[src/rtl/arp_pkg.sv]
// Shared definitions for the ARP responder: frame field byte offsets,
// fixed header values, FSM state encodings and the reply buffer payload.
package arp_pkg;

   // Byte offsets of fields within an Ethernet II + ARP frame
   localparam int unsigned DST_OFS   = 0;
   localparam int unsigned SRC_OFS   = 6;
   localparam int unsigned TYPE_OFS  = 12;
   localparam int unsigned OP_OFS    = 20;
   localparam int unsigned SHA_OFS   = 22;
   localparam int unsigned SPA_OFS   = 28;
   localparam int unsigned THA_OFS   = 32;
   localparam int unsigned TPA_OFS   = 38;
   localparam int unsigned ARP_LEN   = 42;
   localparam int unsigned MIN_FRAME = 60;

   // Width of byte counters; must hold MIN_FRAME-1
   localparam int unsigned IDX_W = 6;

   // Fixed header values
   localparam logic [15:0] ETH_TYPE_ARP = 16'h0806;
   localparam logic [15:0] HRD_ETH      = 16'h0001;
   localparam logic [15:0] PRO_IPV4     = 16'h0800;
   localparam logic [7:0]  HLN_ETH      = 8'h06;
   localparam logic [7:0]  PLN_IPV4     = 8'h04;
   localparam logic [15:0] OP_REQ       = 16'h0001;
   localparam logic [15:0] OP_REPLY     = 16'h0002;

   typedef enum logic [1:0] {
      RX_IDLE     = 2'd0,
      RX_RECV     = 2'd1,
      RX_WAIT_END = 2'd2
   } rx_state_e;

   typedef enum logic {
      TX_IDLE = 1'b0,
      TX_SEND = 1'b1
   } tx_state_e;

   // Everything needed to regenerate one reply frame
   typedef struct packed {
      logic [47:0] sha;
      logic [31:0] spa;
      logic [31:0] ip;
      logic [47:0] mac;
   } reply_buf_t;

endpackage

[src/rtl/arp_responder_multi_if.sv]
// Byte-stream bus between the GbE MAC and the ARP responder.
//   DATA_VALID_RX/DATA_RX             : RX frame bytes, MAC -> responder
//   DATA_VALID_TX/DATA_TX/DATA_LAST_TX: reply bytes, responder -> MAC
//   DATA_ACK_TX                       : MAC accepts the current TX byte
// master = MAC side, slave = responder side.
interface arp_responder_multi_if;
   logic       DATA_VALID_RX;
   logic [7:0] DATA_RX;
   logic       DATA_ACK_TX;
   logic       DATA_VALID_TX;
   logic [7:0] DATA_TX;
   logic       DATA_LAST_TX;

   modport master (
      output DATA_VALID_RX, DATA_RX, DATA_ACK_TX,
      input  DATA_VALID_TX, DATA_TX, DATA_LAST_TX
   );

   modport slave (
      input  DATA_VALID_RX, DATA_RX, DATA_ACK_TX,
      output DATA_VALID_TX, DATA_TX, DATA_LAST_TX
   );
endinterface

[src/rtl/arp_rx_parser.sv]
// RX side of the ARP responder: walks the incoming frame byte by byte,
// checks the Ethernet/ARP request header, captures SHA/SPA and matches
// TPA against the enabled local IPv4 table.
//   clk, rst_n      : clock, async active-low reset
//   my_mac          : local MAC (unicast destination match)
//   my_ipv4, ip_en  : local IPv4 table and per-entry enables
//   rx_valid/rx_data: RX byte stream
//   commit_c        : one-cycle pulse at frame end for a matching request
//   sha, spa, ip    : requester HA/PA and matched local IP, valid with commit_c
module arp_rx_parser
   import arp_pkg::*;
#(
   parameter int unsigned NUM_IPS = 4
) (
   input  logic                   clk,
   input  logic                   rst_n,
   input  logic [47:0]            my_mac,
   input  logic [32*NUM_IPS-1:0]  my_ipv4,
   input  logic [NUM_IPS-1:0]     ip_en,
   input  logic                   rx_valid,
   input  logic [7:0]             rx_data,
   output logic                   commit_c,
   output logic [47:0]            sha,
   output logic [31:0]            spa,
   output logic [31:0]            ip
);

   localparam logic [79:0] REQ_FIX = {ETH_TYPE_ARP, HRD_ETH, PRO_IPV4,
                                      HLN_ETH, PLN_IPV4, OP_REQ};

   rx_state_e              state_q, state_d;
   logic [IDX_W-1:0]       idx_q;
   logic                   bc_q, uc_q, bc_d, uc_d;
   logic                   hit_q;
   logic [23:0]            tpa_q;
   logic [32*NUM_IPS-1:0]  tbl_q;
   logic [NUM_IPS-1:0]     en_q;
   logic                   active;
   int unsigned            cur;
   logic                   byte_ok;
   logic [31:0]            tpa_full;
   logic                   match_c;
   logic [31:0]            match_ip_c;

   // Byte index of the byte on the bus; the first byte is seen while still in IDLE
   always_comb begin
      active = rx_valid && (state_q != RX_WAIT_END);
      cur    = (state_q == RX_IDLE) ? 0 : 32'(idx_q);
   end

   // Header checks; destination is judged once all six bytes are in
   always_comb begin
      byte_ok = 1'b1;
      bc_d    = (state_q == RX_IDLE) | bc_q;
      uc_d    = (state_q == RX_IDLE) | uc_q;
      if (cur < SRC_OFS) begin
         bc_d = bc_d & (rx_data == 8'hFF);
         uc_d = uc_d & (rx_data == 8'(my_mac >> (8 * (SRC_OFS - 1 - cur + DST_OFS))));
         if (cur == SRC_OFS - 1) byte_ok = bc_d | uc_d;
      end else if (cur >= TYPE_OFS && cur < OP_OFS + 2) begin
         byte_ok = (rx_data == 8'(REQ_FIX >> (8 * (OP_OFS + 1 - cur))));
      end
   end

   // TPA against the snapshot table, lowest enabled index wins
   always_comb begin
      tpa_full   = {tpa_q, rx_data};
      match_c    = 1'b0;
      match_ip_c = '0;
      for (int unsigned k = 0; k < NUM_IPS; k++) begin
         if (!match_c && en_q[k] && (tbl_q[32*k +: 32] == tpa_full)) begin
            match_c    = 1'b1;
            match_ip_c = tbl_q[32*k +: 32];
         end
      end
   end

   // State register
   always_ff @(posedge clk or negedge rst_n) begin
      if (!rst_n) state_q <= RX_IDLE;
      else        state_q <= state_d;
   end

   // Next state
   always_comb begin
      state_d = state_q;
      case (state_q)
         RX_IDLE:
            if (rx_valid) state_d = byte_ok ? RX_RECV : RX_WAIT_END;
         RX_RECV:
            if (!rx_valid)                             state_d = RX_IDLE;
            else if (!byte_ok || cur == ARP_LEN - 1)   state_d = RX_WAIT_END;
         RX_WAIT_END:
            if (!rx_valid) state_d = RX_IDLE;
         default: state_d = RX_IDLE;
      endcase
   end

   // Outputs
   always_comb begin
      commit_c = 1'b0;
      if (state_q == RX_WAIT_END && !rx_valid && hit_q) commit_c = 1'b1;
   end

   // Field capture; the table snapshot freezes for the duration of a frame
   always_ff @(posedge clk or negedge rst_n) begin
      if (!rst_n) begin
         idx_q <= '0;
         bc_q  <= 1'b0;
         uc_q  <= 1'b0;
         hit_q <= 1'b0;
         tpa_q <= '0;
         tbl_q <= '0;
         en_q  <= '0;
         sha   <= '0;
         spa   <= '0;
         ip    <= '0;
      end else begin
         if (state_q == RX_IDLE) begin
            tbl_q <= my_ipv4;
            en_q  <= ip_en;
            hit_q <= 1'b0;
         end
         if (active) begin
            idx_q <= IDX_W'(cur + 1);
            bc_q  <= bc_d;
            uc_q  <= uc_d;
            if (cur >= SHA_OFS && cur < SPA_OFS) sha   <= {sha[39:0], rx_data};
            if (cur >= SPA_OFS && cur < THA_OFS) spa   <= {spa[23:0], rx_data};
            if (cur >= TPA_OFS && cur < ARP_LEN - 1) tpa_q <= {tpa_q[15:0], rx_data};
            if (cur == ARP_LEN - 1) begin
               hit_q <= match_c;
               ip    <= match_ip_c;
            end
         end
      end
   end

endmodule

[src/rtl/arp_responder_multi.sv]
// ARP responder answering requests for up to NUM_IPS local IPv4 addresses.
// RX parsing lives in arp_rx_parser; this level holds the one-deep reply
// buffer, the TX FSM and the saturating statistics counters.
//   CLK, ARESETN          : clock, async active-low reset
//   MY_MAC, MY_IPV4, IP_EN: quasi-static identity configuration
//   bus                   : RX/TX byte streams (slave side)
//   REQ_CNT, REPLY_CNT, DROP_CNT: statistics
module arp_responder_multi
   import arp_pkg::*;
#(
   parameter int unsigned NUM_IPS    = 4,
   parameter int unsigned PAD_TO_MIN = 1,
   parameter int unsigned CNT_W      = 16
) (
   input  logic                   CLK,
   input  logic                   ARESETN,
   input  logic [47:0]            MY_MAC,
   input  logic [32*NUM_IPS-1:0]  MY_IPV4,
   input  logic [NUM_IPS-1:0]     IP_EN,
   arp_responder_multi_if.slave   bus,
   output logic [CNT_W-1:0]       REQ_CNT,
   output logic [CNT_W-1:0]       REPLY_CNT,
   output logic [CNT_W-1:0]       DROP_CNT
);

   localparam int unsigned LAST_IDX = (PAD_TO_MIN != 0) ? MIN_FRAME - 1 : ARP_LEN - 1;
   localparam logic [79:0] REPLY_FIX = {ETH_TYPE_ARP, HRD_ETH, PRO_IPV4,
                                        HLN_ETH, PLN_IPV4, OP_REPLY};

   logic             commit_c;
   logic [47:0]      rx_sha;
   logic [31:0]      rx_spa;
   logic [31:0]      rx_ip;
   tx_state_e        state_q, state_d;
   logic [IDX_W-1:0] tx_idx_q;
   reply_buf_t       buf_q;
   logic             last_c;
   logic             beat_c;
   logic             done_c;
   logic [7:0]       byte_c;
   int unsigned      ti;

   arp_rx_parser #(.NUM_IPS(NUM_IPS)) u_rx (
      .clk      (CLK),
      .rst_n    (ARESETN),
      .my_mac   (MY_MAC),
      .my_ipv4  (MY_IPV4),
      .ip_en    (IP_EN),
      .rx_valid (bus.DATA_VALID_RX),
      .rx_data  (bus.DATA_RX),
      .commit_c (commit_c),
      .sha      (rx_sha),
      .spa      (rx_spa),
      .ip       (rx_ip)
   );

   always_comb begin
      last_c = (32'(tx_idx_q) == LAST_IDX);
      beat_c = (state_q == TX_SEND) && bus.DATA_ACK_TX;
      done_c = beat_c && last_c;
   end

   // Reply byte at the current TX index; past ARP_LEN it is padding
   always_comb begin
      ti     = 32'(tx_idx_q);
      byte_c = 8'h00;
      if (ti < SRC_OFS)       byte_c = 8'(buf_q.sha >> (8 * (SRC_OFS - 1 - ti + DST_OFS)));
      else if (ti < TYPE_OFS) byte_c = 8'(buf_q.mac >> (8 * (TYPE_OFS - 1 - ti)));
      else if (ti < SHA_OFS)  byte_c = 8'(REPLY_FIX >> (8 * (SHA_OFS - 1 - ti)));
      else if (ti < SPA_OFS)  byte_c = 8'(buf_q.mac >> (8 * (SPA_OFS - 1 - ti)));
      else if (ti < THA_OFS)  byte_c = 8'(buf_q.ip  >> (8 * (THA_OFS - 1 - ti)));
      else if (ti < TPA_OFS)  byte_c = 8'(buf_q.sha >> (8 * (TPA_OFS - 1 - ti)));
      else if (ti < ARP_LEN)  byte_c = 8'(buf_q.spa >> (8 * (ARP_LEN - 1 - ti)));
   end

   // TX state register
   always_ff @(posedge CLK or negedge ARESETN) begin
      if (!ARESETN) state_q <= TX_IDLE;
      else          state_q <= state_d;
   end

   // TX next state
   always_comb begin
      state_d = state_q;
      case (state_q)
         TX_IDLE: if (commit_c) state_d = TX_SEND;
         TX_SEND: if (done_c)   state_d = TX_IDLE;
         default: state_d = TX_IDLE;
      endcase
   end

   // TX outputs, decoded from registered state, index and buffer only
   always_comb begin
      bus.DATA_VALID_TX = 1'b0;
      bus.DATA_TX       = 8'h00;
      bus.DATA_LAST_TX  = 1'b0;
      if (state_q == TX_SEND) begin
         bus.DATA_VALID_TX = 1'b1;
         bus.DATA_TX       = byte_c;
         bus.DATA_LAST_TX  = last_c;
      end
   end

   // Reply buffer loads only when TX is idle; index advances per accepted byte
   always_ff @(posedge CLK or negedge ARESETN) begin
      if (!ARESETN) begin
         buf_q    <= '0;
         tx_idx_q <= '0;
      end else if (state_q == TX_IDLE && commit_c) begin
         buf_q    <= '{sha: rx_sha, spa: rx_spa, ip: rx_ip, mac: MY_MAC};
         tx_idx_q <= '0;
      end else if (beat_c) begin
         tx_idx_q <= IDX_W'(tx_idx_q + 1'b1);
      end
   end

   // Saturating statistics; a commit while TX is not idle is a drop
   always_ff @(posedge CLK or negedge ARESETN) begin
      if (!ARESETN) begin
         REQ_CNT   <= '0;
         REPLY_CNT <= '0;
         DROP_CNT  <= '0;
      end else begin
         if (commit_c && REQ_CNT != '1)
            REQ_CNT <= CNT_W'(REQ_CNT + 1'b1);
         if (commit_c && state_q != TX_IDLE && DROP_CNT != '1)
            DROP_CNT <= CNT_W'(DROP_CNT + 1'b1);
         if (done_c && REPLY_CNT != '1)
            REPLY_CNT <= CNT_W'(REPLY_CNT + 1'b1);
      end
   end

endmodule

[src/flat_wrapper.sv]
// flat-port wrapper written by rule: the top's interface ports become plain ports
module arp_responder_multi_flat import arp_pkg::*;
#(
   parameter int unsigned NUM_IPS    = 4,
   parameter int unsigned PAD_TO_MIN = 1,
   parameter int unsigned CNT_W      = 16
)
  (CLK, ARESETN, MY_MAC, MY_IPV4, IP_EN, REQ_CNT, REPLY_CNT, DROP_CNT, bus_DATA_VALID_RX, bus_DATA_RX, bus_DATA_ACK_TX, bus_DATA_VALID_TX, bus_DATA_TX, bus_DATA_LAST_TX);
  arp_responder_multi_if bus_i ();
  input  logic CLK;
  input  logic ARESETN;
  input  logic [47:0] MY_MAC;
  input  logic [32*NUM_IPS-1:0] MY_IPV4;
  input  logic [NUM_IPS-1:0] IP_EN;
  output logic [CNT_W-1:0] REQ_CNT;
  output logic [CNT_W-1:0] REPLY_CNT;
  output logic [CNT_W-1:0] DROP_CNT;
  input wire logic [$bits(bus_i.DATA_VALID_RX)-1:0] bus_DATA_VALID_RX;
  input wire logic [$bits(bus_i.DATA_RX)-1:0] bus_DATA_RX;
  input wire logic [$bits(bus_i.DATA_ACK_TX)-1:0] bus_DATA_ACK_TX;
  output wire logic [$bits(bus_i.DATA_VALID_TX)-1:0] bus_DATA_VALID_TX;
  output wire logic [$bits(bus_i.DATA_TX)-1:0] bus_DATA_TX;
  output wire logic [$bits(bus_i.DATA_LAST_TX)-1:0] bus_DATA_LAST_TX;
  assign bus_i.DATA_VALID_RX = bus_DATA_VALID_RX;
  assign bus_i.DATA_RX = bus_DATA_RX;
  assign bus_i.DATA_ACK_TX = bus_DATA_ACK_TX;
  assign bus_DATA_VALID_TX = bus_i.DATA_VALID_TX;
  assign bus_DATA_TX = bus_i.DATA_TX;
  assign bus_DATA_LAST_TX = bus_i.DATA_LAST_TX;
  arp_responder_multi #(.NUM_IPS(NUM_IPS), .PAD_TO_MIN(PAD_TO_MIN), .CNT_W(CNT_W)) u_core (.CLK(CLK), .ARESETN(ARESETN), .MY_MAC(MY_MAC), .MY_IPV4(MY_IPV4), .IP_EN(IP_EN), .bus(bus_i), .REQ_CNT(REQ_CNT), .REPLY_CNT(REPLY_CNT), .DROP_CNT(DROP_CNT));
endmodule
[config.mk]
export PLATFORM = sky130hd
export DESIGN_NAME = arp_responder_multi_flat
export DESIGN_NICKNAME = d
export VERILOG_FILES = /design/src/rtl/arp_pkg.sv /design/src/rtl/arp_responder_multi_if.sv /design/src/rtl/arp_rx_parser.sv /design/src/rtl/arp_responder_multi.sv /design/src/flat_wrapper.sv
export SDC_FILE = /design/constraint.sdc
export NUM_CORES = 1
export LEC_CHECK = 0
export BUFFER_PORTS_ARGS = -buffer_cell sky130_fd_sc_hd__buf_2
export CORE_MARGIN = 5
export CORE_UTILIZATION = 40
export DETAILED_ROUTE_END_ITERATION = 7
export PLACE_DENSITY = 0.55
export SYNTH_ARGS = -nofsm -noshare
export SYNTH_HDL_FRONTEND = slang
export SYNTH_SLANG_ARGS = --single-unit
[constraint.sdc]
create_clock -name CLK -period 4.1 [get_ports CLK]
set_clock_uncertainty 0.15 [all_clocks]
set_input_delay 0.82 -clock CLK [delete_from_list [all_inputs] [get_ports CLK]]
set_output_delay 0.82 -clock CLK [all_outputs]
set_load 0.05 [all_outputs]
== Yosys cells after proc, flatten, opt, wreduce, memory -nomap -nowiden ==
Cells that the tools add are included.

* Shifts and indexed selects: 9
* Magnitude comparators: 16
* Eq/ne operators: 19
* Multiplexer cells: 39
* Bitwise logic cells: 6
* $add $sub $neg: 14
* Reduce and logical (&&, ||, !) cells: 34

{| class="wikitable"
|+ Operators with widths
! kind !! count
|-
| $shr A48 B32 Y8 || 5
|-
| $shr A76 B32 Y8 const A || 2
|-
| $eq A32 B32 Y1 || 4
|-
| $mux W32 || 4
|-
| $mux W8 || 8
|-
| $shr A32 B32 Y8 || 2
|-
| $add A16 B1 Y16 const B || 3
|-
| $ne A16 B16 Y1 const B || 3
|-
| $lt A6 B6 Y1 const B || 5
|-
| $sub A5 B6 Y7 const A || 4
|-
| $lt A6 B5 Y1 const B || 4
|-
| $logic_and A1 B1 Y1 || 21
|-
| $mux W6 || 3
|-
| $mux W1 || 17
|-
| $eq A8 B8 Y1 || 2
|-
| $sub A3 B6 Y7 const A || 2
|-
| $sub A6 B6 Y7 const A || 2
|-
| $add A6 B1 Y6 const B || 2
|-
| $eq A6 B6 Y1 const B || 2
|-
| $ge A6 B5 Y1 const B || 2
|-
| $lt A6 B3 Y1 const B || 2
|-
| $mux W2 || 5
|-
| $eq A8 B8 Y1 const B || 1
|-
| $reduce_and A2 Y1 || 4
|-
| other kinds (19) || 28
|}

* Input bits: 192
* Output and inout bits: 58
* Register bits after elaboration: 494
* Logic and storage cells: 157

== Logic depth before layout (Yosys ltp) ==
Gate-level depths: netlist (run 1).

* Word-level depth: 17
* Mapped depth: 13
* Gate-level depth less buffers: 11

== Cells and area by module ==
From an unflattened synthesis (run 1), not the netlist that was laid out.

* Cell total of the unflattened synthesis: 2347
* Area total of the unflattened synthesis: 24692.4 um^2

{| class="wikitable"
|+ Modules (own cells, without submodules)
! module !! seq. area each (um^2) !! area each (um^2) !! times used !! cells each
|-
| arp_rx_parser || 6981.7 || 14196.1 || 1 || 1527
|-
| arp_responder_multi || 5380.2 || 10496.3 || 1 || 820
|}

== Worst setup path before layout (run 1) ==
No wires, ideal clock.

* Kind: register to output
* Start point: reg u_core.tx_idx_q[3]
* End point: out bus_DATA_TX[3]
* Arrival: 2798 ps
* Cell stages (with the launch flop): 12
* Slack: 332 ps
* Buffers on the path: 1
* Required time: 3130 ps
* Cells stage by stage: dfrtp_1 -> clkbuf_1 -> inv_1 -> ha_1 -> nor2b_1 -> or2_2 -> a31oi_1 -> nand2b_1 -> o22ai_1 -> a222oi_1 -> nor2_1 -> o311a_1

* Word-level cells in the longest chain between the ends: 10
* Elaborated cells on any way between the ends: 29
* Classes of those cells: add/sub: 7; order compare: 7; shift: 7; mux: 8

{| class="wikitable"
|+ RTL lines
! item !! RTL line !! text
|-
| start: declaration || arp_responder_multi.sv:35 || <nowiki>logic [IDX_W-1:0] tx_idx_q;</nowiki>
|-
| start signal: assignment || arp_responder_multi.sv:113 || <nowiki>tx_idx_q <= IDX_W'(tx_idx_q + 1'b1);</nowiki>
|-
| $sub A6 B6 Y7 || arp_responder_multi.sv:73 || <nowiki>else if (ti < ARP_LEN) byte_c = 8'(buf_q.spa >> (8 * (ARP_LEN - 1 - ti)));</nowiki>
|-
| $shr A32 B32 Y8 || arp_responder_multi.sv:73 ||
|-
| $mux W8 || arp_responder_multi.sv:73 ||
|-
| $mux W8 || arp_responder_multi.sv:72 || <nowiki>else if (ti < TPA_OFS) byte_c = 8'(buf_q.sha >> (8 * (TPA_OFS - 1 - ti)));</nowiki>
|-
| $mux W8 || arp_responder_multi.sv:71 || <nowiki>else if (ti < THA_OFS) byte_c = 8'(buf_q.ip >> (8 * (THA_OFS - 1 - ti)));</nowiki>
|-
| $mux W8 || arp_responder_multi.sv:70 || <nowiki>else if (ti < SPA_OFS) byte_c = 8'(buf_q.mac >> (8 * (SPA_OFS - 1 - ti)));</nowiki>
|-
| $mux W8 || arp_responder_multi.sv:69 || <nowiki>else if (ti < SHA_OFS) byte_c = 8'(REPLY_FIX >> (8 * (SHA_OFS - 1 - ti)));</nowiki>
|-
| $mux W8 || arp_responder_multi.sv:68 || <nowiki>else if (ti < TYPE_OFS) byte_c = 8'(buf_q.mac >> (8 * (TYPE_OFS - 1 - ti)));</nowiki>
|-
| $mux W8 (*) || arp_responder_multi.sv:67 || <nowiki>if (ti < SRC_OFS) byte_c = 8'(buf_q.sha >> (8 * (SRC_OFS - 1 - ti + DST_OFS)));</nowiki>
|-
| $mux W8 (*) || arp_responder_multi.sv:97 || <nowiki>if (state_q == TX_SEND) begin</nowiki>
|-
| end: declaration || flat_wrapper.sv:22 || <nowiki>output wire logic [$bits(bus_i.DATA_TX)-1:0] bus_DATA_TX;</nowiki>
|}

Mark *: on every way between the ends. The rest lies on a longest branch, timed or not.

== Worst setup path in the final report (run 1) ==
* Start point: reg u_core.tx_idx_q[2]
* End point: out bus_DATA_TX[3]

The elaborated chain is that of the path after synthesis.

==> results by group, run 1 <==
STA
  • Slew Limit Fails: 0
  • Final hold vios: 0
  • Highest Clock Rate: 249 MHz
  • Min Hold Slack: between 0.1 and 0.15 ns
  • Worst Tran Pin Value: approximately 1.1 ns
  • TNS Setup: 0 ns
  • Final setup violating endpoints: 0
  • Post-route minimum period: ~4.0 ns
  • Max-slew headroom: 0.269
  • Fin worst setup slack: roughly 0.08 ns
  • Period utilisation layout: 0.980

Yosys
  • Ys flop type: dfrtp_1
  • Number of synthesized flops with an enable pin: 0
  • Syn. warnings: 0
  • Async SR Flop Fraction: 1.00
  • Cells after Synth: between 2,000 and 2,500
  • Sequential element share of the synthesized area: 0.507
  • Post-Syn Area: approximately 24,000 sq um
  • Syn nets: around 2,500
  • Yosys cell types: 68
  • Seq cells post-synth: between 400 and 500
  • Mean Syn Cell Area: between 10 and 15 sq um

Route
  • Routed wl met2: between 30 and 40 mm
  • Met3 WL post-DR: around 3.3 mm
  • Detail Route Antenna Nets: 0
  • Top Metal Used: met4
  • Post-detailed-routing wire length: 72.9 mm
  • Detailed router's first-iteration violation count: 1,423
  • Wire length per cell: about 22 um
  • WL met1: 33.1 mm
  • Routed vias/inst: roughly 5.4
  • Pre-antenna DRT Iters: 5
  • Remaining DRCs: 0
  • DR vias: 17,897

Placed design
  • DP HPWL: approximately 54 mm
  • Area after DPL: about 27,000 sq um
  • DP Cell Count: ~3,200
  • I/O Buffers: between 200 and 250
  • Dpl ws: roughly 0.21 ns
  • RePlAce Congestion: 0.927

Setup path
  • Crit path DAT: 3.05 ns
  • Type of the worst setup path: register to output port
  • Reg-to-Reg End: u_core.u_rx.ip[22]
  • CP max FO: 6
  • Reg2Reg Depth: 9
  • CP required: about 3.1 ns
  • Flop2flop setup slack: between 0.5 and 0.6 ns
  • Endpoint type of the worst setup path: output port
  • Origin of the critical flop-to-flop path: u_core.u_rx.tpa_q[0]
  • Crit path launch type: register

Die
  • Die height: roughly 260 um
  • Die width: approximately 260 um
  • Io pins: 250
  • Die ar.: 65,900 sq um
  • Std cell rows: 90
  • Total core area: 60,400 sq um
  • Initial Util: 0.404

Global routing
  • First-pass GRT wire length: approximately 110 mm
  • Tot GR Track Use: 0.215
  • Largest net degree at the start of global routing: 100
  • Vias in the first global route: between 15,000 and 20,000
  • Initial antenna violation count: 0
  • Grt total ovfl: 0

Final layout
  • Final core utilization: 0.475
  • Design area: between 20,000 and 30,000 sq um
  • Fin nets: 2,680
  • Antenna diodes: 0
  • Synthesis-to-finish area growth: 17.6%
  • Commonest non-fill, non-tap cells in the layout: dfrtp_1 (491), nand2_1 (474), mux2_2 (272)
  • Fraction of layout cells with a size suffix above 1: 0.316
  • Finished Layout Cells: roughly 3,300
  • Most common cell after layout, fill and taps aside: dfrtp_1

Power and ir drop
  • Max rail drop VDD: between 0.6 and 0.7 mV
  • Pwr dens: between 500 and 600 nW/um^2
  • Lkg Pwr: roughly 14 nW
  • Total power: about 15 mW

Job
  • Max cap viols: 0

CTS
  • Clock Latency Late Sink: ~0.62 ns
  • CTS H-tree lvls: 2
  • Worst-path clk slew: ~0.06 ns
  • Clock Tree Buf Depth: 3
  • CTS Root Cell: clkbuf_16
  • CTS tree: done
  • Total CTS buffers: 54
  • Clock sinks: 494

Worst hold path
  • Hold Path Class: primary input to asynchronous set/reset pin

Status
  • Outcome: completed
==> worst max-delay path by stage <==
| stage | start | to | slack, ns |
|---|---|---|---|
| global placement | bus_DATA_RX[1] | u_core.u_rx.ip[29] | 0.18 |
| detailed placement | bus_DATA_RX[1] | u_core.u_rx.ip[31] | 0.21 |
| CTS | u_core.tx_idx_q[3] | bus_DATA_TX[3] | 0.002 |
| finish | u_core.tx_idx_q[2] | bus_DATA_TX[3] | 0.08 |
| floorplan | u_core.tx_idx_q[3] | bus_DATA_TX[3] | 0.33 |
| global route | u_core.tx_idx_q[1] | bus_DATA_TX[3] | -0.004 |
==> critical path, stage by stage, from the launching register on <==
cell      delay (ns)
dfrtp_2         0.46
ha_2            0.21
nor2b_4         0.13
or2_4           0.25
a31oi_4         0.17
nand2b_4        0.17
o22ai_1         0.09
a222oi_1        0.36
nor2_1          0.08
o311a_1         0.35
buf_6           0.17
==> cell usage after synthesis (6+ instances only) <==
cell	instances	area (sq um)
nand4_1	50	313
dfrtp_1	494	12400
o22ai_1	15	93.8
a222oi_1	11	110
mux2_2	272	3060
nor2b_1	6	37.5
nor2_1	93	349
buf_1	8	30.0
nand4b_1	7	61.3
a22oi_1	6	45.0
nand2_1	474	1780
xor2_1	36	315
inv_1	51	191
a21oi_1	23	115
ha_1	14	175
a211oi_1	7	52.6
nand3_1	30	150
xnor2_1	146	1280
o311ai_1	8	70.1
a221o_1	6	60.1
buf_4	9	67.6
clkbuf_1	85	319
buf_6	15	169
mux2i_1	22	220
mux4_2	32	721
o311ai_2	21	342
and3_1	12	75.1
o21ai_1	34	170
buf_2	40	200
nor3_1	14	70.1
o21ai_0	68	340
nand2b_1	12	75.1
nor4_1	12	75.1
a31oi_1	38	238
==> final cells by class <==
cell class | instances | area, sq um
Clock buffer | 79 | 1590
Clock inverter | 21 | 223
Fill cell | 5585 | 31700
Inverter | 54 | 203
Multi-Input combinational cell | 1539 | 11200
Sequential cell | 494 | 12400
Tap cell | 782 | 978
Timing Repair Buffer | 331 | 2120
==> state kept, by name, indices dropped and copies added, names as in the netlist, 24 cells and up <==
| signal | flops |
|---|---|
| u_core.u_rx.tbl_q | 128 |
| u_core.u_rx.ip | 32 |
| u_core.buf_q | 160 |
| u_core.u_rx.tpa_q | 24 |
| u_core.u_rx.spa | 32 |
| u_core.u_rx.sha | 48 |
==> power breakdown <==
part / total [mW] / internal, mW / switching, mW / leakage [nW]
combinational: 3.40 / 1.25 / 2.14 / 6.05
clock: 4.94 / 2.88 / 2.07 / 0.878
sequential: 6.56 / 5.57 / 0.988 / 6.63
total: 14.9 / 9.70 / 5.20 / 13.6
==> cells by family (layout without fill, tap and decap cells) <==
| group | count (synthesis) | after routing | share of synthesized area |
|---|---|---|---|
| adders and majority gates | 14 | 14 | 0.00719 |
| xor gates and xnor gates | 186 | 186 | 0.0681 |
| DFF | 494 | 494 | 0.507 |
| buffers and inverters | 211 | 485 | 0.0406 |
| AOI/OAI and AO/OA | 267 | 267 | 0.0779 |
| muxes | 326 | 326 | 0.164 |
| and+or+nand+nor | 746 | 746 | 0.134 |
==> per-layer routing <==
layer | up-vias | GRT usage
met3 | 112 | 0.0318
met4 | 0 | 0.0602
met2 | 464 | 0.345
met1 | 9068 | 0.308
li1 | 8253 | -
met5 | - | 0
==> timing repair <==
| item | CTS | global route |
|---|---|---|
| hold buffers | 0 | 0 |
| hold endpoints to repair | 0 | 0 |
| gates resized for setup | 18 | 28 |
| endpoints found under the setup margin | 8 | 8 |
| pin swaps | 3 | 5 |
| buffers inserted | 8 | 3 |
Note: power is estimated with default switching activity, not from simulation.
==> run 2: changes to the inputs <==
==> constraint.sdc (replaced) <==
create_clock -name CLK -period 4.7 [get_ports CLK]
set_clock_uncertainty 0.15 [all_clocks]
set_input_delay 0.94 -clock CLK [delete_from_list [all_inputs] [get_ports CLK]]
set_output_delay 0.94 -clock CLK [all_outputs]
set_load 0.05 [all_outputs]
==> run 2 against run 1 <==
Sequential power is 13% lower. Cell count down 1.2%. Utilization fell by 0.89 points. Combinational power decreased by 14%. Non-clock buffer count decreased by 40. Via count fell by 2.1%. Register-to-register slack better by 0.59 ns. Routed wire length is 2.8% lower. Flip-flop and latch count is the same. Critical path type unchanged.
==> results by group, run 2 (synthesized netlist as in run 1, its figures left out) <==
Status
  • Outcome: completed

Setup path
  • CP required: 3.61 ns (+0.48 ns)
  • Reg2Reg Depth: 7 (-2)
  • Type of the worst setup path: register to output port
  • Reg-to-Reg End: u_core.u_rx.state_q[1]
  • Flop2flop setup slack: 1.13 ns (+0.59 ns)
  • Origin of the critical flop-to-flop path: u_core.u_rx.idx_q[0]
  • Endpoint type of the worst setup path: output port
  • Setup crit end: bus_DATA_TX[3]
  • Crit path launch type: register
  • Crit path DAT: 3.40 ns (+0.35 ns)
  • CP max FO: 9 (+3)
  • Crit path from: u_core.tx_idx_q[3]

CTS
  • CTS Root Cell: clkbuf_16
  • Clock Tree Buf Depth: 3 (unchanged)
  • Clock sinks: 494 (unchanged)
  • Worst-path clk slew: 0.06 ns (about the same)
  • Hold_buf cts: 0 (unchanged)
  • CTS H-tree lvls: 2 (unchanged)
  • CTS tree: done
  • Total CTS buffers: 55 (+1.9%)
  • Clock Latency Late Sink: 0.61 ns (about the same)

Route
  • DR vias: 17,524 (-2.1%)
  • Post-detailed-routing wire length: 70.9 mm (-2.8%)
  • Routed wl met2: 33.5 mm (-2.8%)
  • Detail Route Antenna Nets: 0 (unchanged)
  • Top Metal Used: met4
  • Remaining DRCs: 0 (unchanged)
  • Detailed router's first-iteration violation count: 1,319 (-7.3%)
  • Met3 WL post-DR: 3.68 mm (+13%)
  • Routed vias/inst: 5.38 (-0.85%)
  • Pre-antenna DRT Iters: 6 (+1)
  • Wire length per cell: 21.7 um (-1.5%)
  • WL met1: 31.7 mm (-4.5%)

Power and ir drop
  • Total power: 13.0 mW (-13%)
  • Max rail drop VDD: 0.444 mV (-30%)
  • Pwr dens: 462 nW/um^2 (-11%)
  • Lkg Pwr: 13.3 nW (-1.6%)

Final layout
  • Largest registers: u_core.buf_q (160), u_core.u_rx.tbl_q (128), u_core.u_rx.sha (48)
  • Commonest non-fill, non-tap cells in the layout: dfrtp_1 (490), nand2_1 (474), mux2_2 (272)
  • Fin nets: 2,641 (-1.5%)
  • Antenna diodes: 0 (unchanged)
  • Fraction of layout cells with a size suffix above 1: 0.294 (-0.0214)
  • Largest register by flop count: u_core.buf_q
  • Layout filler cell count: 5,618 (+0.59%)
  • Design area: 28,100 sq um (-1.9%)
  • Max reg flops: 160 (unchanged)
  • Synthesis-to-finish area growth: 15.4%
  • Finished Layout Cells: 3,259 (-1.2%)
  • Most common cell after layout, fill and taps aside: dfrtp_1

STA
  • Period utilisation layout: 0.956
  • Worst Tran Pin Value: 1.04 ns (-0.0545 ns)
  • Final hold vios: 0 (unchanged)
  • Fin worst setup slack: 0.208 ns (+0.125 ns)
  • Slew Limit Fails: 0 (unchanged)
  • RSZ-0062 raised after global routing: false
  • TNS Setup: 0 ns (unchanged)
  • Final setup violating endpoints: 0 (unchanged)
  • Post-route minimum period: between 4 and 5 ns
  • Max-slew headroom: 0.306 (+0.0363)
  • Highest Clock Rate: 223 MHz

Die
  • Die height: 257 um (unchanged)
  • Total core area: 60,400 sq um (unchanged)
  • Initial Util: 0.404 (unchanged)
  • Std cell rows: 90 (unchanged)
  • Io pins: 250 (unchanged)
  • Die ar.: 65,900 sq um (unchanged)
  • Die width: 257 um (unchanged)

Global routing
  • Grt total ovfl: 0 (unchanged)
  • Tot GR Track Use: 0.210 (-0.00549)
  • Vias in the first global route: 17,950 (-2.6%)
  • First-pass GRT wire length: 109 mm (-2.6%)
  • Largest net degree at the start of global routing: 134 (+34%)
  • Initial antenna violation count: 0 (unchanged)

Placed design
  • Dpl ws: 0.587 ns (+0.379 ns)
  • Area after DPL: 26,300 sq um (-1.1%)
  • RePlAce Congestion: 0.915 (-1.3%)
  • DP HPWL: 52.4 mm (-2.4%)
  • I/O Buffers: 249 (unchanged)
  • DP Cell Count: 3,160 (-0.91%)

Worst hold path
  • Hold Path Class: primary input to asynchronous set/reset pin

Job
  • Max cap viols: 0 (unchanged)
[run 2: per-stage QoR]
stage,hold WS (ns),utilization
after floorplan,0.295,-
after global placement,0.325,0.435
after detailed placement,0.331,0.435
after CTS,0.284,0.466
after global routing,0.332,0.466
final,0.267,0.466
[run 2: critical path: stages, from the launching register on]
cell and delay (ns):
dfrtp_2 0.44, inv_1 0.12, ha_1 0.21, nor2b_1 0.14, or2_2 0.31, a31oi_2 0.27
nand2b_4 0.21, o22ai_1 0.09, a222oi_1 0.36, nor2_1 0.07, o311a_1 0.36, buf_2 0.22
[run 2: timing repair]
action / CTS / global route
pin swaps: 0 / 0
setup endpoints to repair: 1 / 4
gates resized for setup: 1 / 4
buffers inserted: 0 / 0
[run 2: final cells by class]
class | count | area, sq um | area share
timing repair buffer | 291 | 1670 | 0.0595
clock inverter | 17 | 234 | 0.00832
inverter | 54 | 203 | 0.00721
sequential | 494 | 12400 | 0.440
tap | 782 | 978 | 0.0348
clock buffer | 82 | 1590 | 0.0565
multi-input combinational | 1539 | 11100 | 0.394
[run 2: worst min path at each step]
stage	endpoint	cells after the start
after floorplan	u_core.u_rx.en_q[0]	2
after global placement	u_core.DROP_CNT[8]	1
after detailed placement	u_core.DROP_CNT[8]	1
after CTS	u_core.buf_q[103]	1
after global routing	u_core.buf_q[121]	1
final	u_core.buf_q[121]	1
[run 2: where the power goes]
group	switching (mW)	total, mW	leakage [nW]	internal [mW]
Combinational	1.87	2.94	5.81	1.06
Sequential	0.849	5.71	6.63	4.86
Clock	1.75	4.35	0.892	2.60
Total	4.47	13.0	13.3	8.53
[run 2: per-layer routing]
layer,GRT usage,vias up
met5,0,-
met4,0.0652,0
met3,0.0325,108
met2,0.337,515
met1,0.295,8742
li1,-,8159
==> run 3: changes to the inputs <==
--- a/config.mk
+++ b/config.mk
@@ -9,6 +9,7 @@
 export CORE_MARGIN = 5
 export CORE_UTILIZATION = 40
 export DETAILED_ROUTE_END_ITERATION = 7
+export GPL_TIMING_DRIVEN = 0
 export PLACE_DENSITY = 0.55
 export SYNTH_ARGS = -nofsm -noshare
 export SYNTH_HDL_FRONTEND = slang
==> run 3 against run 2 <==
Cell count up 3.7%. Flip-flop and latch count did not move. Worst setup slack lost 0.060 ns. Die area is the same. Utilization increased by 1.1 points. Routed wire length up 8.7%. Global-route usage increased by 1.8 points. Largest power group unchanged. Combinational power grew 8.5%. Final area increased by 2.4%. Critical path depth down 1. Fmax down 1.3%. Clock power is 8.0% higher. Largest cell class unchanged.
==> results by group, run 3 (synthesized netlist as in run 1, its figures left out) <==
Status
  • Outcome: completed

Global routing
  • Grt total ovfl: 0 (unchanged)
  • First-pass GRT wire length: 117 mm (+7.6%)
  • Tot GR Track Use: 0.228 (+0.0181)
  • Largest net degree at the start of global routing: 121 (-9.7%)
  • Initial antenna violation count: 1 (+1)
  • Vias in the first global route: 18,900 (+5.3%)

STA
  • Slew Limit Fails: 0 (unchanged)
  • Max-slew headroom: 0.0693 (-0.236)
  • Period utilisation layout: 0.968 (+0.0127)
  • RSZ-0062 raised after global routing: false
  • Post-route minimum period: 4.55 ns (+0.0596 ns)
  • Final setup violating endpoints: 0 (unchanged)
  • Highest Clock Rate: 220 MHz (-1.3%)
  • Worst Tran Pin Value: 1.39 ns (+0.351 ns)
  • Final hold vios: 0 (unchanged)
  • TNS Setup: 0 ns (unchanged)

Route
  • Routed vias/inst: 5.49 (+2.0%)
  • Detail Route Antenna Nets: 0 (unchanged)
  • Met3 WL post-DR: 3.98 mm (+8.1%)
  • Detailed router's first-iteration violation count: 1,421 (+7.7%)
  • Pre-antenna DRT Iters: 8 (+2)
  • Routed wl met2: 36.4 mm (+8.7%)
  • Wire length per cell: 22.8 um (+4.9%)
  • DR vias: 18,529 (+5.7%)
  • Remaining DRCs: 0 (unchanged)
  • Top Metal Used: met4
  • Post-detailed-routing wire length: 77.1 mm (+8.7%)
  • WL met1: 34.5 mm (+9.0%)

Die
  • Die width: 257 um (unchanged)
  • Std cell rows: 90 (unchanged)
  • Total core area: 60,400 sq um (unchanged)
  • Initial Util: 0.404 (unchanged)
  • Io pins: 250 (unchanged)
  • Die height: 257 um (unchanged)
  • Die ar.: 65,900 sq um (unchanged)

CTS
  • Total CTS buffers: 55 (unchanged)
  • Clock Latency Late Sink: 0.61 ns (about the same)
  • Clock sinks: 494 (unchanged)
  • CTS H-tree lvls: 2 (unchanged)
  • CTS Root Cell: clkbuf_16
  • Worst-path clk slew: 0.06 ns (about the same)
  • CTS tree: done
  • Clock Tree Buf Depth: 3 (unchanged)

Worst hold path
  • Hold Path Class: primary input to asynchronous set/reset pin

Final layout
  • Commonest non-fill, non-tap cells in the layout: dfrtp_1 (492), nand2_1 (474), buf_2 (277)
  • Synthesis-to-finish area growth: 18.2%
  • Largest register by flop count: u_core.buf_q
  • Max reg flops: 160 (unchanged)
  • Final core utilization: 0.477 (+0.0114)
  • Fraction of layout cells with a size suffix above 1: 0.295 (+0.000490)
  • Design area: 28,800 sq um (+2.4%)
  • Finished Layout Cells: 3,378 (+3.7%)
  • Largest registers: u_core.buf_q (160), u_core.u_rx.tbl_q (128), u_core.u_rx.sha (48)
  • Fin nets: 2,760 (+4.5%)
  • Most common cell after layout, fill and taps aside: dfrtp_1

Setup path
  • Type of the worst setup path: register to output port
  • CP required: 3.61 ns (about the same)
  • CP max FO: 12 (+3)
  • Crit path DAT: 3.46 ns (+0.06 ns)
  • Endpoint type of the worst setup path: output port
  • Crit path launch type: register

Power and ir drop
  • Max rail drop VDD: 0.321 mV (-28%)
  • Lkg Pwr: 13.7 nW (+2.7%)
  • Pwr dens: 470 nW/um^2 (+1.6%)

Placed design
  • DP HPWL: 58.4 mm (+12%)
  • RePlAce Congestion: 0.956 (+4.5%)
  • DP Cell Count: 3,276 (+3.7%)
  • Area after DPL: 26,700 sq um (+1.6%)
  • I/O Buffers: 246 (-1.2%)

Job
  • Max cap viols: 0 (unchanged)
[run 3: cell count changes in the layout (fill, tap and decap cells not counted), sizes merged]
cell,before,now
buf,291,326
clkinv,9,10
diode,0,1
clkinvlp,2,3
clkbuf,82,158
inv,55,54
bufinv,5,11
[run 3: worst paths after layout]
check / slack, ns / end / depth (start not counted) / from
hold / removal: 0.13 / u_core.buf_q[133] / 1 / ARESETN
min in group CLK: 0.34 / u_core.DROP_CNT[8] / 1 / u_core.DROP_CNT[8]
hold reg to reg: 0.34 / u_core.DROP_CNT[8] / 1 / u_core.DROP_CNT[8]
setup / recovery: 0.15 / bus_DATA_TX[3] / 10 / u_core.tx_idx_q[2]
setup reg to reg: 0.63 / u_core.u_rx.tpa_q[12] / 11 / u_core.u_rx.state_q[0]
max in group asynchronous: 2.90 / u_core.u_rx.tbl_q[26] / 3 / ARESETN
[run 3: through the flow]
stage,setup slack (ns),power (mW),hold WS [ns]
global route,0.00287,14.2,0.155
finish,0.148,13.5,0.132
global placement,-7.44,8.81,0.325
floorplan,0.812,7.51,0.295
detailed placement,-0.190,8.89,0.333
CTS,0.0187,13.6,0.129
[run 3: per-layer routing]
metal / up-vias / GRT usage
met5: - / 0
met4: 0 / 0.0658
met2: 585 / 0.366
met1: 9410 / 0.325
met3: 125 / 0.0313
li1: 8409 / -
[run 3: timing repair]
| action | in CTS | in global routing |
|---|---|---|
| setup endpoints to repair | 8 | 8 |
| setup buffers | 1 | 2 |
| pin swaps | 2 | 1 |
| cloned | 0 | 0 |
| gates resized for setup | 35 | 10 |
| endpoints found under the hold margin | 0 | 0 |
| hold buffers | 0 | 0 |
[run 3: cell type report]
cell class	count	area, sq um
diodes	1	2.50
plain buffers	157	832
clock buffers	74	1550
clock inverters	24	410
fillers	5591	31600
inverters	54	203
multi-input cells	1539	11100
flip-flops and latches	494	12400
well taps	782	978
repair buffers	253	1380
[run 3: where the power goes]
part	internal, mW	switching (mW)	total (mW)
registers	4.86	0.783	5.65
clock network	2.91	1.79	4.70
logic	1.16	2.03	3.19
[run 3: critical path, cell delays in order (launching register included)]
cell      delay (ns)
dfrtp_2         0.51
inv_2           0.21
ha_1            0.28
or2_2           0.35
a31oi_4         0.18
nand2b_4        0.18
o22ai_1         0.10
a222oi_1        0.35
nor2_1          0.09
o311a_1         0.39
buf_2           0.23
